File: src/rtl/lsu_byte.sv
// Byte load/store unit (LB/SB) for the MEM stage: one access at a time, using a
// req/ack handshake to a word-wide data memory. Optional watchdog: LSU_TIMEOUT_EN.
module lsu_byte #(
  parameter int unsigned ADDR_W         = 32,
  parameter int unsigned TIMEOUT_CYCLES = 16
) (
  input  logic              clk,
  input  logic              rst_n,
  input  logic              req_valid,
  output logic              req_ready,
  input  logic              req_store,
  input  logic [ADDR_W-1:0] req_addr,
  input  logic [31:0]       req_wdata,
  output logic              rsp_valid,
  output logic [31:0]       rsp_rdata,
  output logic              rsp_err,
  output logic              busy,
  output logic              mem_req,
  output logic              mem_we,
  output logic [ADDR_W-1:0] mem_addr,
  output logic [3:0]        mem_be,
  output logic [31:0]       mem_wdata,
  input  logic              mem_ack,
  input  logic [31:0]       mem_rdata
);

  typedef enum logic [1:0] {
    IDLE = 2'd0,
    MEM  = 2'd1,
    RESP = 2'd2
  } state_e;

  state_e            state_q, state_d;
  logic              store_q, store_d;
  logic [1:0]        lane_q, lane_d;
  logic [ADDR_W-1:0] addr_q, addr_d;
  logic [31:0]       wdata_q, wdata_d;
  logic [31:0]       rdata_q, rdata_d;
  logic              err_q, err_d;
  logic [7:0]        ld_byte;

`ifdef LSU_TIMEOUT_EN
  logic [7:0] cnt_q, cnt_d;
  logic       unused_wdata;
  assign unused_wdata = ^req_wdata[31:8];
`else
  logic       unused_wdata;
  assign unused_wdata = ^{req_wdata[31:8], 8'(TIMEOUT_CYCLES)};
`endif

  assign ld_byte = mem_rdata[{lane_q, 3'b000} +: 8];

  // State and datapath registers
  always_ff @(posedge clk or negedge rst_n) begin
    if (!rst_n) begin
      state_q <= IDLE;
      store_q <= 1'b0;
      lane_q  <= 2'd0;
      addr_q  <= '0;
      wdata_q <= 32'd0;
      rdata_q <= 32'd0;
      err_q   <= 1'b0;
`ifdef LSU_TIMEOUT_EN
      cnt_q   <= 8'd0;
`endif
    end else begin
      state_q <= state_d;
      store_q <= store_d;
      lane_q  <= lane_d;
      addr_q  <= addr_d;
      wdata_q <= wdata_d;
      rdata_q <= rdata_d;
      err_q   <= err_d;
`ifdef LSU_TIMEOUT_EN
      cnt_q   <= cnt_d;
`endif
    end
  end

  // Next-state and capture logic
  always_comb begin
    state_d = state_q;
    store_d = store_q;
    lane_d  = lane_q;
    addr_d  = addr_q;
    wdata_d = wdata_q;
    rdata_d = rdata_q;
    err_d   = err_q;
`ifdef LSU_TIMEOUT_EN
    cnt_d   = cnt_q;
`endif
    case (state_q)
      IDLE: begin
        if (req_valid) begin
          store_d = req_store;
          lane_d  = req_addr[1:0];
          addr_d  = {req_addr[ADDR_W-1:2], 2'b00};
          wdata_d = {4{req_wdata[7:0]}};
          state_d = MEM;
`ifdef LSU_TIMEOUT_EN
          cnt_d   = 8'd0;
`endif
        end
      end
      MEM: begin
        if (mem_ack) begin
          rdata_d = store_q ? 32'd0 : {{24{ld_byte[7]}}, ld_byte};
          err_d   = 1'b0;
          state_d = RESP;
        end
`ifdef LSU_TIMEOUT_EN
        // An ack arriving on the limit cycle takes priority over the abort
        else if (cnt_q == 8'(TIMEOUT_CYCLES - 1)) begin
          rdata_d = 32'd0;
          err_d   = 1'b1;
          state_d = RESP;
        end else begin
          cnt_d = cnt_q + 8'd1;
        end
`endif
      end
      RESP:    state_d = IDLE;
      default: state_d = IDLE;
    endcase
  end

  // Outputs decoded from the state register or driven by capture registers
  assign req_ready = (state_q == IDLE);
  assign busy      = (state_q != IDLE);
  assign rsp_valid = (state_q == RESP);
  assign rsp_rdata = rdata_q;
  assign rsp_err   = err_q;
  assign mem_req   = (state_q == MEM);
  assign mem_we    = (state_q == MEM) && store_q;
  assign mem_be    = (state_q == MEM) ? (4'b0001 << lane_q) : 4'b0000;
  assign mem_addr  = addr_q;
  assign mem_wdata = wdata_q;

endmodule

File: config.mk
export PLATFORM = sky130hd
export DESIGN_NAME = lsu_byte
export DESIGN_NICKNAME = d
export VERILOG_FILES = /design/src/rtl/lsu_byte.sv
export SDC_FILE = /design/constraint.sdc
export NUM_CORES = 1
export LEC_CHECK = 0
export CORE_AREA = 5 5 99 101
export DETAILED_ROUTE_END_ITERATION = 8
export DIE_AREA = 0 0 104 106
export PLACE_DENSITY = 0.73
export SYNTH_ARGS = -nofsm -noshare
export SYNTH_HDL_FRONTEND = slang
export SYNTH_SLANG_ARGS = --single-unit
export TNS_END_PERCENT = 20
File: constraint.sdc
create_clock -name clk -period 1.8 [get_ports clk]
set_input_delay 0.27 -clock clk [delete_from_list [all_inputs] [get_ports clk]]
set_output_delay 0.27 -clock clk [all_outputs]
set_load 0.02 [all_outputs]
==> key figures, run 1 <==
CTS
  • CTS tree: yes
  • H-Tree Depth: 2
  • Cts bufs inserted: 5
  • CTS Root Cell: clkbuf_8
  • Skew-Pair Late Insertion Delay: 300 ps
  • Worst-path clk slew: 100 ps
  • Worst-case clock buffer depth: 2
  • CTS sink cnt: 51
  • Post-CTS Setup Inserts: 0

Die
  • Row count: 35
  • # IOs: 207
  • Die width: 104 um
  • Starting Density: 28.57%
  • Area of the die: 11,020 sq um
  • CORE AREA: 8934 sq um
  • Die H: 106 um

Route
  • Via density: 4.325
  • Router iterations before antenna repair: 4
  • Detailed Route WL: 7226 um
  • DR WL/cell: 16.65 um
  • Drt first-iter violations: 40
  • Drc violations: 0
  • Post-route ant nets: 0
  • DR vias: 1,877

Worst hold path
  • Hold Crit Class: in2async

Worst setup path
  • Setup crit end kind: output port
  • CP Launch Type: flop
  • R2r worst-path depth: 3
  • FF-to-FF setup slack: 260 ps
  • Worst Setup SP: state_q[1]$_DFFE_PN0P_
  • WS Path Type: reg2out
  • Crit Path Max Fanout: 5
  • Critical path endpoint: mem_be[2]
  • Crit-path cells: nand2b_2 -> nor3b_1 -> clkdlybuf4s15_2
  • R2r endpoint: rsp_rdata[3]$_DFFE_PN0P_
  • Reg2reg start: lane_q[0]$_DFFE_PN0P_
  • Slowest stage delay, CP: 390 ps
  • Worst EP required: 1530 ps
  • Critical Path AT: 1450 ps
  • Slowest CP cell: dfrtp_1

Synthesis
  • Synth warn: 0
  • Seq cells post-synth: 51
  • Library cells used by synthesis: 23
  • Ys flop type: dfrtp_1
  • Most frequent cell after synthesis: buf_4
  • Asr flop ratio synth: 100.0%
  • Top-area cell type share of the netlist area: 50.00%
  • Leading area contributor after synthesis: dfrtp_1
  • Largest cells by area after synthesis: dfrtp_1 50%, mux2_2 17%, buf_4 15%
  • Synth Area per Inst: 14.02 sq um
  • Sequential share of the synthesized area: 50.00%
  • Syn Std Cell Area: 2552 sq um
  • EDFF count, synth: 0
  • Commonest cells in the netlist: 52 x buf_4, 51 x dfrtp_1, 38 x mux2_2
  • Cell count after synthesis: 182

Power
  • PwrDens: 1667 nW/um^2
  • Peak supply drop: 798.3 uV
  • Logic pwr share: 60.4%
  • Sw Share: 39.73%
  • Clk pwr share: 12.1%
  • Final Power: 7.072 mW
  • Sequential Power Share: 27.5%
  • Static leakage: 1.881 nW
  • Net switching power: 2.810 mW
  • P_int: 4.263 mW

Placed design
  • Placer Congestion: 0.7063
  • Buffers on Ports: 179
  • Placed cell areas: 4134 sq um
  • Post-DP HPWL: 5735 um
  • Pre-CTS setup slack: 50.89 ps

Layout
  • Cell area after layout: 4242 sq um
  • Area growth from synthesis to layout: 66.18%
  • Filler Cells Inserted: 843
  • Fin nets: 423
  • Share of layout cells above drive strength 1: 21.05%
  • Ant. Diodes: 0

STA
  • Peak Freq: 580.1 MHz
  • Hold Fails Final Rpt: 0
  • Final Slew Violations: 0
  • RSZ-0062 raised after global routing: true
  • Post-Route Skew: 10.33 ps
  • Final WS setup: 76.24 ps
  • Minimum clock period: 1724 ps
  • Final worst-path cycle share: 95.76%
  • Finish-stage setup viols: 0

Run status
  • Status: finished clean

GRT
  • GRT overflow: 0
  • Largest net degree at the start of global routing: 52
  • Vias in the first global route: 2,116
  • Total Routing Usage GR: 12.59%
  • Global-route wire length before repair: 11,180 um
  • Initial antenna violation count: 0

Flow run
  • Number of max-cap violations: 0
-- state kept, by name, indices dropped and copies added, names as in the netlist --
name       count
state_q        2
lane_q         2
mem_wdata      8
store_q        1
mem_addr      30
rsp_rdata      8
-- repair_timing --
action | in CTS | in global routing
resized for setup | 34 | 11
endpoints found under the hold margin | 51 | 0
hold buffers | 1 | 0
pin swaps | 0 | 0
setup endpoints to repair | 34 | 10
-- final cells by class --
class                   count  area (sq um)  share of cell area [%]
clock inverters             2         38.79                  0.9145
clock buffers               6         82.58                   1.947
inverters                   3         11.26                  0.2655
flip-flops and latches     51          1276                   30.09
repair buffers            189          1863                   43.92
well taps                 111         138.9                   3.274
multi-input cells          72         830.8                   19.59
-- how the worst min path moves through the flow --
stage	from	endpoint	slack, ps	cells past startpoint
final	rst_n	mem_addr[2]$_DFFE_PN0P_	460	3
after global routing	rst_n	mem_addr[2]$_DFFE_PN0P_	510	3
after CTS	rst_n	mem_addr[2]$_DFFE_PN0P_	480	3
after detailed placement	rst_n	mem_addr[2]$_DFFE_PN0P_	290	2
after global placement	rst_n	mem_addr[2]$_DFFE_PN0P_	290	2
after floorplan	rst_n	lane_q[0]$_DFFE_PN0P_	-30	0
-- critical path: cells and delay by family (launching register included) --
| kind | cells | cell delay [ps] |
|---|---|---|
| AND/OR/NAND/NOR | 2 | 470 |
| flip-flops | 1 | 390 |
| buffers and inverters | 1 | 300 |
-- cell families (layout without fill, tap and decap cells) --
logic type             after synthesis  in the layout  synth area share, %
other                                1              3               0.1469
AOI/OAI and AO/OA                    9              9                3.039
and+or+nand+nor                     11             11                3.383
muxes                               49             49                25.59
DFF                                 51             51                50.00
buffers and inverters               61            200                17.84
-- metrics by stage --
step | util, % | std cells | hold WS [ps] | setup TNS (ps)
finish | 47.48 | 434 | 461.4 | 0
global route | 47.48 | 434 | 505.6 | -37.58
detailed placement | 46.27 | 425 | 288.5 | 0
CTS | 47.39 | 434 | 476.7 | 0
floorplan | - | 184 | -25.59 | 0
global placement | 46.27 | 425 | 287.3 | 0
-- placed cells by master (no fill, tap or decap), types with 2 or more instances in the layout --
master / n
clkdlybuf4s50_1: 144
dfrtp_1: 51
mux2_2: 38
dlygate4sd2_1: 25
a22o_1: 8
buf_4: 7
clkbuf_8: 6
mux4_2: 5
dlymetal6s2s_1: 5
inv_1: 3
mux2_1: 3
mux4_1: 3
conb_1: 3
nor3b_1: 2
clkbuf_2: 2
clkdlybuf4s15_2: 2
buf_12: 2
-- power groups by stage --
stage | Sequential [mW] | Combinational [mW] | Clock (mW)
6_report | 1.94 | 4.27 | 0.858
4_1_cts | 1.96 | 4.35 | 0.897
5_1_grt | 2.03 | 4.50 | 0.944
3_5_place_dp | 1.98 | 4.50 | 0
2_1_floorplan | 2.55 | 2.19 | 0
3_3_place_gp | 1.94 | 4.45 | 0
-- metal layers --
metal | share of wire [%] | wire (um) | GRT usage, %
met1 | 37 | 2660 | 13.21
met2 | 52 | 3786 | 22.68
met3 | 9.5 | 686 | 5.525
met4 | 1.3 | 93 | 3.793
met5 | 0 | 0 | 0
No activity file was read; power rests on OpenSTA's default activity.
==> inputs of run 2 (changes only) <==
- CAP_MARGIN: not set -> 5
- PLACE_DENSITY: 0.73 -> 0.76
- clock period: 1.8 -> 1.4 ns (I/O delays scaled with it)
==> run 2 against run 1 <==
Compared with the run above:
- the run now ends with setup timing left
- sequential cell count unchanged
- sequential share of layout area is 0.31 points higher
- global-route usage shrank 0.10 points
- combinational power up 21%
- register-to-register slack got worse by 390 ps
- first-iteration DRC count is 35% higher
- hold slack got worse by 43 ps
- setup slack got worse by 200 ps
- wire length down 0.47%
- largest cell class unchanged
- highest routed layer unchanged
==> key figures, run 2 (synthesized netlist as in run 1, its figures left out) <==
Run status
  • Status: finished, violations left (was finished clean)
  • Failing checks: setup timing

Layout
  • Post-Layout Cell Count: 441 (was 434)
  • Most common cell after layout, fill and taps aside: clkdlybuf4s50_1 (unchanged)
  • End-of-flow core utilization: 47.04% (was 47.48%)
  • Ant. Diodes: 0 (unchanged)
  • Share of layout cells above drive strength 1: 34.24% (was 21.05%)
  • Area growth from synthesis to layout: 64.66% (was 66.18%)
  • Fin nets: 430 (was 423)
  • Commonest non-fill, non-tap cells in the layout: 75 x clkdlybuf4s50_1, 69 x dlygate4sd2_1, 50 x dfrtp_1 (was 144 x clkdlybuf4s50_1, 51 x dfrtp_1, 38 x mux2_2)
  • Max reg flops: 30 (unchanged)

Route
  • Drc violations: 0 (unchanged)
  • Router iterations before antenna repair: 4 (unchanged)
  • Via density: 4.372 (was 4.325)
  • DR WL/cell: 16.31 um (was 16.65 um)
  • Detailed Route WL: 7192 um (was 7226 um)
  • Post-route ant nets: 0 (unchanged)
  • Drt first-iter violations: 54 (was 40)
  • DR vias: 1,928 (was 1,877)

STA
  • Minimum clock period: 1526 ps
  • Setup TNS: -4316 ps (was 0 ps)
  • Final worst-path cycle share: 109.0%
  • Final Slew Violations: 0 (unchanged)
  • Peak Freq: 655.4 MHz
  • RSZ-0062 raised after global routing: true (unchanged)
  • Post-Route Skew: 6.338 ps (was 10.33 ps)
  • Final WS setup: -125.7 ps (was 76.24 ps)
  • Finish-stage setup viols: 47 (was 0)
  • Hold Fails Final Rpt: 0 (unchanged)

Placed design
  • Placer Congestion: 0.6860 (was 0.7063)
  • Placed Instances: 429 (was 425)
  • Post-DP HPWL: 5709 um (was 5735 um)
  • Buffers on Ports: 179 (unchanged)

Worst setup path
  • CP Depth: 4 (was 3)
  • Crit-path cells: buf_6 -> nor3b_4 -> buf_12 -> mux2_2 (was nand2b_2 -> nor3b_1 -> clkdlybuf4s15_2)
  • CP top delay family: flip-flops (was simple AND/OR/NAND/NOR gates)
  • FF-to-FF setup slack: -130 ps (was 260 ps)
  • CP Launch Type: flop (unchanged)
  • Crit Path Max Fanout: 19 (was 5)
  • WS Path Type: reg2reg (was reg2out)
  • Setup crit end kind: flop (was output port)
  • Slowest CP cell: dfrtp_1 (unchanged)
  • R2r endpoint: lane_q[1]$_DFFE_PN0P_ (was rsp_rdata[3]$_DFFE_PN0P_)
  • R2r worst-path depth: 4 (was 3)
  • Buf/Inv on CP: 2 (was 1)
  • Slowest stage delay, CP: 400 ps (was 390 ps)
  • Reg2reg start: state_q[1]$_DFFE_PN0P_ (was lane_q[0]$_DFFE_PN0P_)
  • Critical Path AT: 1710 ps (was 1450 ps)
  • Worst EP required: 1590 ps (was 1530 ps)

GRT
  • Initial antenna violation count: 0 (unchanged)
  • GRT overflow: 0 (unchanged)
  • Global-route wire length before repair: 11,300 um (was 11,180 um)
  • Largest net degree at the start of global routing: 29 (was 52)
  • Vias in the first global route: 2,147 (was 2,116)
  • Total Routing Usage GR: 12.48% (was 12.59%)

Power
  • Final Power: 8.571 mW (was 7.072 mW)
  • Peak supply drop: 882.2 uV (was 798.3 uV)
  • Static leakage: 1.950 nW (was 1.881 nW)
  • PwrDens: 2039 nW/um^2 (was 1667 nW/um^2)

CTS
  • CTS Root Cell: clkbuf_8 (unchanged)
  • Cts bufs inserted: 5 (unchanged)
  • CTS tree: yes (unchanged)
  • Worst-case clock buffer depth: 2 (unchanged)
  • Skew-Pair Late Insertion Delay: 290 ps (was 300 ps)
  • H-Tree Depth: 2 (unchanged)
  • CTS sink cnt: 51 (unchanged)
  • Worst-path clk slew: 90 ps (was 100 ps)

Die
  • Row count: 35 (unchanged)
  • Area of the die: 11,020 sq um (unchanged)
  • Die width: 104 um (unchanged)
  • CORE AREA: 8934 sq um (unchanged)
  • Starting Density: 28.57% (unchanged)
  • Die H: 106 um (unchanged)
  • # IOs: 207 (unchanged)

Worst hold path
  • Hold Crit Class: in2async (unchanged)

Flow run
  • Number of max-cap violations: 0 (unchanged)
==> run 2: cell types whose count changed in the layout (fill, tap and decap cells not counted), moves of 5 or more <==
cell	previous run	this run
dlymetal6s2s_1	5	0
buf_6	0	5
dlygate4sd2_1	25	69
mux2_4	0	16
mux2_2	38	22
clkdlybuf4s50_1	144	75
buf_2	1	7
buf_4	7	13
clkbuf_2	2	17
==> run 2: per-layer routing <==
layer  global-route usage, %  vias to the layer above  routed length, um
met5                       0                        -                  0
met4                   2.683                        0                 59
met3                   4.614                        4                576
met2                   21.99                       95               3852
met1                   14.51                      959               2704
li1                        -                      870                  -
==> run 2: repair_timing <==
action,in CTS,in global routing
hold buffers,1,0
cloned,0,0
pin swaps,9,0
setup endpoints to repair,152,78
endpoints found under the hold margin,51,0
resized for setup,185,38
buffers inserted,2,1
==> run 2: how the worst max path moves through the flow <==
stage,endpoint,start,slack (ps)
2_1_floorplan,lane_q[0]$_DFFE_PN0P_,state_q[0]$_DFFE_PN0P_,-9
3_3_place_gp,mem_be[3],state_q[1]$_DFFE_PN0P_,-250
3_5_place_dp,mem_be[3],state_q[1]$_DFFE_PN0P_,-260
4_1_cts,mem_addr[7]$_DFFE_PN0P_,state_q[0]$_DFFE_PN0P_,-130
5_1_grt,mem_be[3],state_q[0]$_DFFE_PN0P_,-170
6_report,lane_q[1]$_DFFE_PN0P_,state_q[1]$_DFFE_PN0P_,-130
==> run 2: final cells by class <==
type | count | area (sq um)
Clock buffer | 7 | 86.33
Clock inverter | 1 | 8.758
Fill cell | 868 | 4731
Inverter | 3 | 11.26
Multi-Input combinational cell | 72 | 904.6
Sequential cell | 51 | 1277
Tap cell | 111 | 138.9
Timing Repair Buffer | 196 | 1775
==> run 2: metrics by stage <==
| stage | setup WS (ps) | area [sq um] | hold slack [ps] |
|---|---|---|---|
| 2_1_floorplan | -8.615 | 2569 | -85.59 |
| 3_3_place_gp | -246.3 | 4194 | 219.5 |
| 3_5_place_dp | -261.7 | 4194 | 222.4 |
| 4_1_cts | -133.2 | 4234 | 420.7 |
| 5_1_grt | -170.9 | 4203 | 447.7 |
| 6_report | -125.7 | 4203 | 418.0 |
==> run 2: power breakdown <==
part	switching [mW]	total (mW)	internal [mW]
Clock	0.476	0.882	0.406
Combinational	2.76	5.18	2.42
Sequential	0.409	2.50	2.09
==> run 2: worst register-to-register path, delay by kind of cell, from the launching register on <==
kind	cells	cell delay [ps]
and+or+nand+nor	1	290
buffers and inverters	2	370
DFF	1	400
muxes	1	350
==> inputs of run 3 (changes only) <==
- CTS_BUF_LIST: not set -> sky130_fd_sc_hd__clkbuf_8
==> run 3 against run 2 <==
Compared with the run above:
- critical path type unchanged
- the flow still finishes with violations (setup timing)
- die area unchanged
- critical path depth is the same
- design area unchanged
- total power barely moved
==> key figures, run 3 (synthesized netlist as in run 1, its figures left out) <==
Layout
  • Share of layout cells above drive strength 1: 34.24% (unchanged)
  • Max reg flops: 30 (unchanged)
  • Commonest non-fill, non-tap cells in the layout: 75 x clkdlybuf4s50_1, 69 x dlygate4sd2_1, 50 x dfrtp_1 (unchanged)
  • Ant. Diodes: 0 (unchanged)
  • Most common cell after layout, fill and taps aside: clkdlybuf4s50_1 (unchanged)
  • End-of-flow core utilization: 47.04% (unchanged)
  • Fin nets: 430 (unchanged)
  • Area growth from synthesis to layout: 64.66% (unchanged)
  • Cell area after layout: 4203 sq um (unchanged)
  • Filler Cells Inserted: 868 (unchanged)

STA
  • Hold Slack: 417.5 ps (was 418.0 ps)
  • Post-Route Skew: 6.338 ps (unchanged)
  • Finish-stage setup viols: 47 (unchanged)
  • RSZ-0062 raised after global routing: true (unchanged)
  • Minimum clock period: 1526 ps (unchanged)
  • Hold Fails Final Rpt: 0 (unchanged)
  • Final WS setup: -125.7 ps (unchanged)
  • Setup TNS: -4309 ps (was -4316 ps)
  • Final worst-path cycle share: 109.0% (unchanged)
  • Final Slew Violations: 0 (unchanged)
  • Peak Freq: 655.4 MHz (unchanged)

Worst setup path
  • CP top delay family: flip-flops (unchanged)
  • Worst EP required: 1590 ps (about the same)
  • Critical Path AT: 1710 ps (about the same)
  • Crit Path Max Fanout: 19 (unchanged)
  • WS Path Type: reg2reg (unchanged)
  • Setup crit end kind: flop (unchanged)
  • Buf/Inv on CP: 2 (unchanged)
  • CP Launch Type: flop (unchanged)
  • Crit-path cells: buf_6 -> nor3b_4 -> buf_12 -> mux2_2 (unchanged)
  • Slowest stage delay, CP: 400 ps (about the same)
  • Slowest CP cell: dfrtp_1 (unchanged)

CTS
  • Cts bufs inserted: 5 (unchanged)
  • H-Tree Depth: 2 (unchanged)
  • CTS sink cnt: 51 (unchanged)
  • Worst-case clock buffer depth: 2 (unchanged)
  • Worst-path clk slew: 100 ps (was 90 ps)
  • CTS tree: yes (unchanged)
  • Skew-Pair Late Insertion Delay: 290 ps (about the same)
  • CTS Root Cell: clkbuf_8 (unchanged)

Route
  • Router iterations before antenna repair: 4 (unchanged)
  • Via density: 4.372 (unchanged)
  • DR WL/cell: 16.31 um (about the same)
  • Drc violations: 0 (unchanged)
  • Detailed Route WL: 7193 um (was 7192 um)
  • DR vias: 1,928 (unchanged)
  • Drt first-iter violations: 54 (unchanged)
  • Post-route ant nets: 0 (unchanged)

Power
  • P_int: 4.914 mW (was 4.921 mW)
  • Peak supply drop: 882.2 uV (about the same)
  • Static leakage: 1.954 nW (was 1.950 nW)
  • Net switching power: 3.650 mW (about the same)
  • PwrDens: 2038 nW/um^2 (was 2039 nW/um^2)
  • Sw Share: 42.62% (was 42.58%)
  • Logic pwr share: 60.5% (about the same)
  • Clk pwr share: 10.2% (was 10.3%)
  • Sequential Power Share: 29.2% (about the same)

GRT
  • Global-route wire length before repair: 11,300 um (unchanged)
  • Largest net degree at the start of global routing: 29 (unchanged)
  • Initial antenna violation count: 0 (unchanged)
  • Total Routing Usage GR: 12.48% (unchanged)
  • Vias in the first global route: 2,147 (unchanged)
  • GRT overflow: 0 (unchanged)

Flow run
  • Number of max-cap violations: 0 (unchanged)

Placed design
  • Placer Congestion: 0.6860 (unchanged)
  • Placed cell areas: 4194 sq um (unchanged)
  • Buffers on Ports: 179 (unchanged)
  • Post-DP HPWL: 5709 um (unchanged)

Die
  • # IOs: 207 (unchanged)
  • Die H: 106 um (unchanged)
  • Starting Density: 28.57% (unchanged)
  • Die width: 104 um (unchanged)
  • Area of the die: 11,020 sq um (unchanged)
  • Row count: 35 (unchanged)
  • CORE AREA: 8934 sq um (unchanged)

Run status
  • Status: finished, violations left (unchanged)
  • Failing checks: setup timing (unchanged)

Worst hold path
  • Hold Crit Class: in2async (unchanged)
==> run 3: timing repair <==
item                       in CTS  in global routing
gates resized for setup       185                 38
pin swaps                       9                  0
setup endpoints to repair     152                 78
hold endpoints to repair       51                  0
hold buffers                    1                  0
buffers inserted                2                  1
cloned                          0                  0
==> run 3: worst min-delay path, stage by stage <==
cell           delay, ps
dlygate4sd3_1        520
buf_2                110
buf_4                280
==> run 3: worst paths after layout <==
| check | from | endpoint | slack [ps] | cells past startpoint |
|---|---|---|---|---|
| max | state_q[1]$_DFFE_PN0P_ | lane_q[1]$_DFFE_PN0P_ | -130 | 4 |
| min | rst_n | mem_addr[3]$_DFFE_PN0P_ | 420 | 3 |
| max reg2reg | state_q[1]$_DFFE_PN0P_ | lane_q[1]$_DFFE_PN0P_ | -130 | 4 |
| min reg2reg | mem_addr[25]$_DFFE_PN0P_ | mem_addr[25]$_DFFE_PN0P_ | 490 | 1 |
| max in group asynchronous | rst_n | rsp_rdata[5]$_DFFE_PN0P_ | 660 | 3 |
| min in group clk | mem_addr[25]$_DFFE_PN0P_ | mem_addr[25]$_DFFE_PN0P_ | 490 | 1 |
==> run 3: metal layers <==
metal | wire [um] | up-vias | share of wire [%] | GRT usage [%]
met5 | 0 | - | 0 | 0
met4 | 59 | 0 | 0.82 | 2.683
met3 | 576 | 4 | 8.0 | 4.614
met2 | 3852 | 95 | 54 | 21.99
met1 | 2704 | 959 | 38 | 14.51
li1 | - | 870 | - | -
==> run 3: layout make-up <==
class                   count  area (sq um)  share of cell area [%]
clock inverters             2         12.51                  0.2977
well taps                 111         138.9                   3.305
clock buffers               6         82.58                   1.965
inverters                   3         11.26                  0.2679
flip-flops and latches     51          1277                   30.40
multi-input cells          72         904.6                   21.52
repair buffers            196          1775                   42.24
==> run 3: metrics by stage <==
stage | setup WS, ps | power (mW) | std cells
after floorplan | -8.615 | 6.103 | 184
after global placement | -246.3 | 8.351 | 429
after detailed placement | -261.7 | 8.444 | 429
after CTS | -132.7 | 8.669 | 440
after global routing | -170.9 | 9.106 | 441
final | -125.7 | 8.564 | 441
==> run 3: power groups by stage <==
| stage | clock network (mW) | registers (mW) | logic [mW] |
|---|---|---|---|
| 6_report | 0.876 | 2.50 | 5.18 |
| 3_3_place_gp | 0 | 2.52 | 5.83 |
| 3_5_place_dp | 0 | 2.56 | 5.89 |
| 5_1_grt | 1.00 | 2.61 | 5.50 |
| 2_1_floorplan | 0 | 3.28 | 2.83 |
| 4_1_cts | 0.925 | 2.50 | 5.24 |
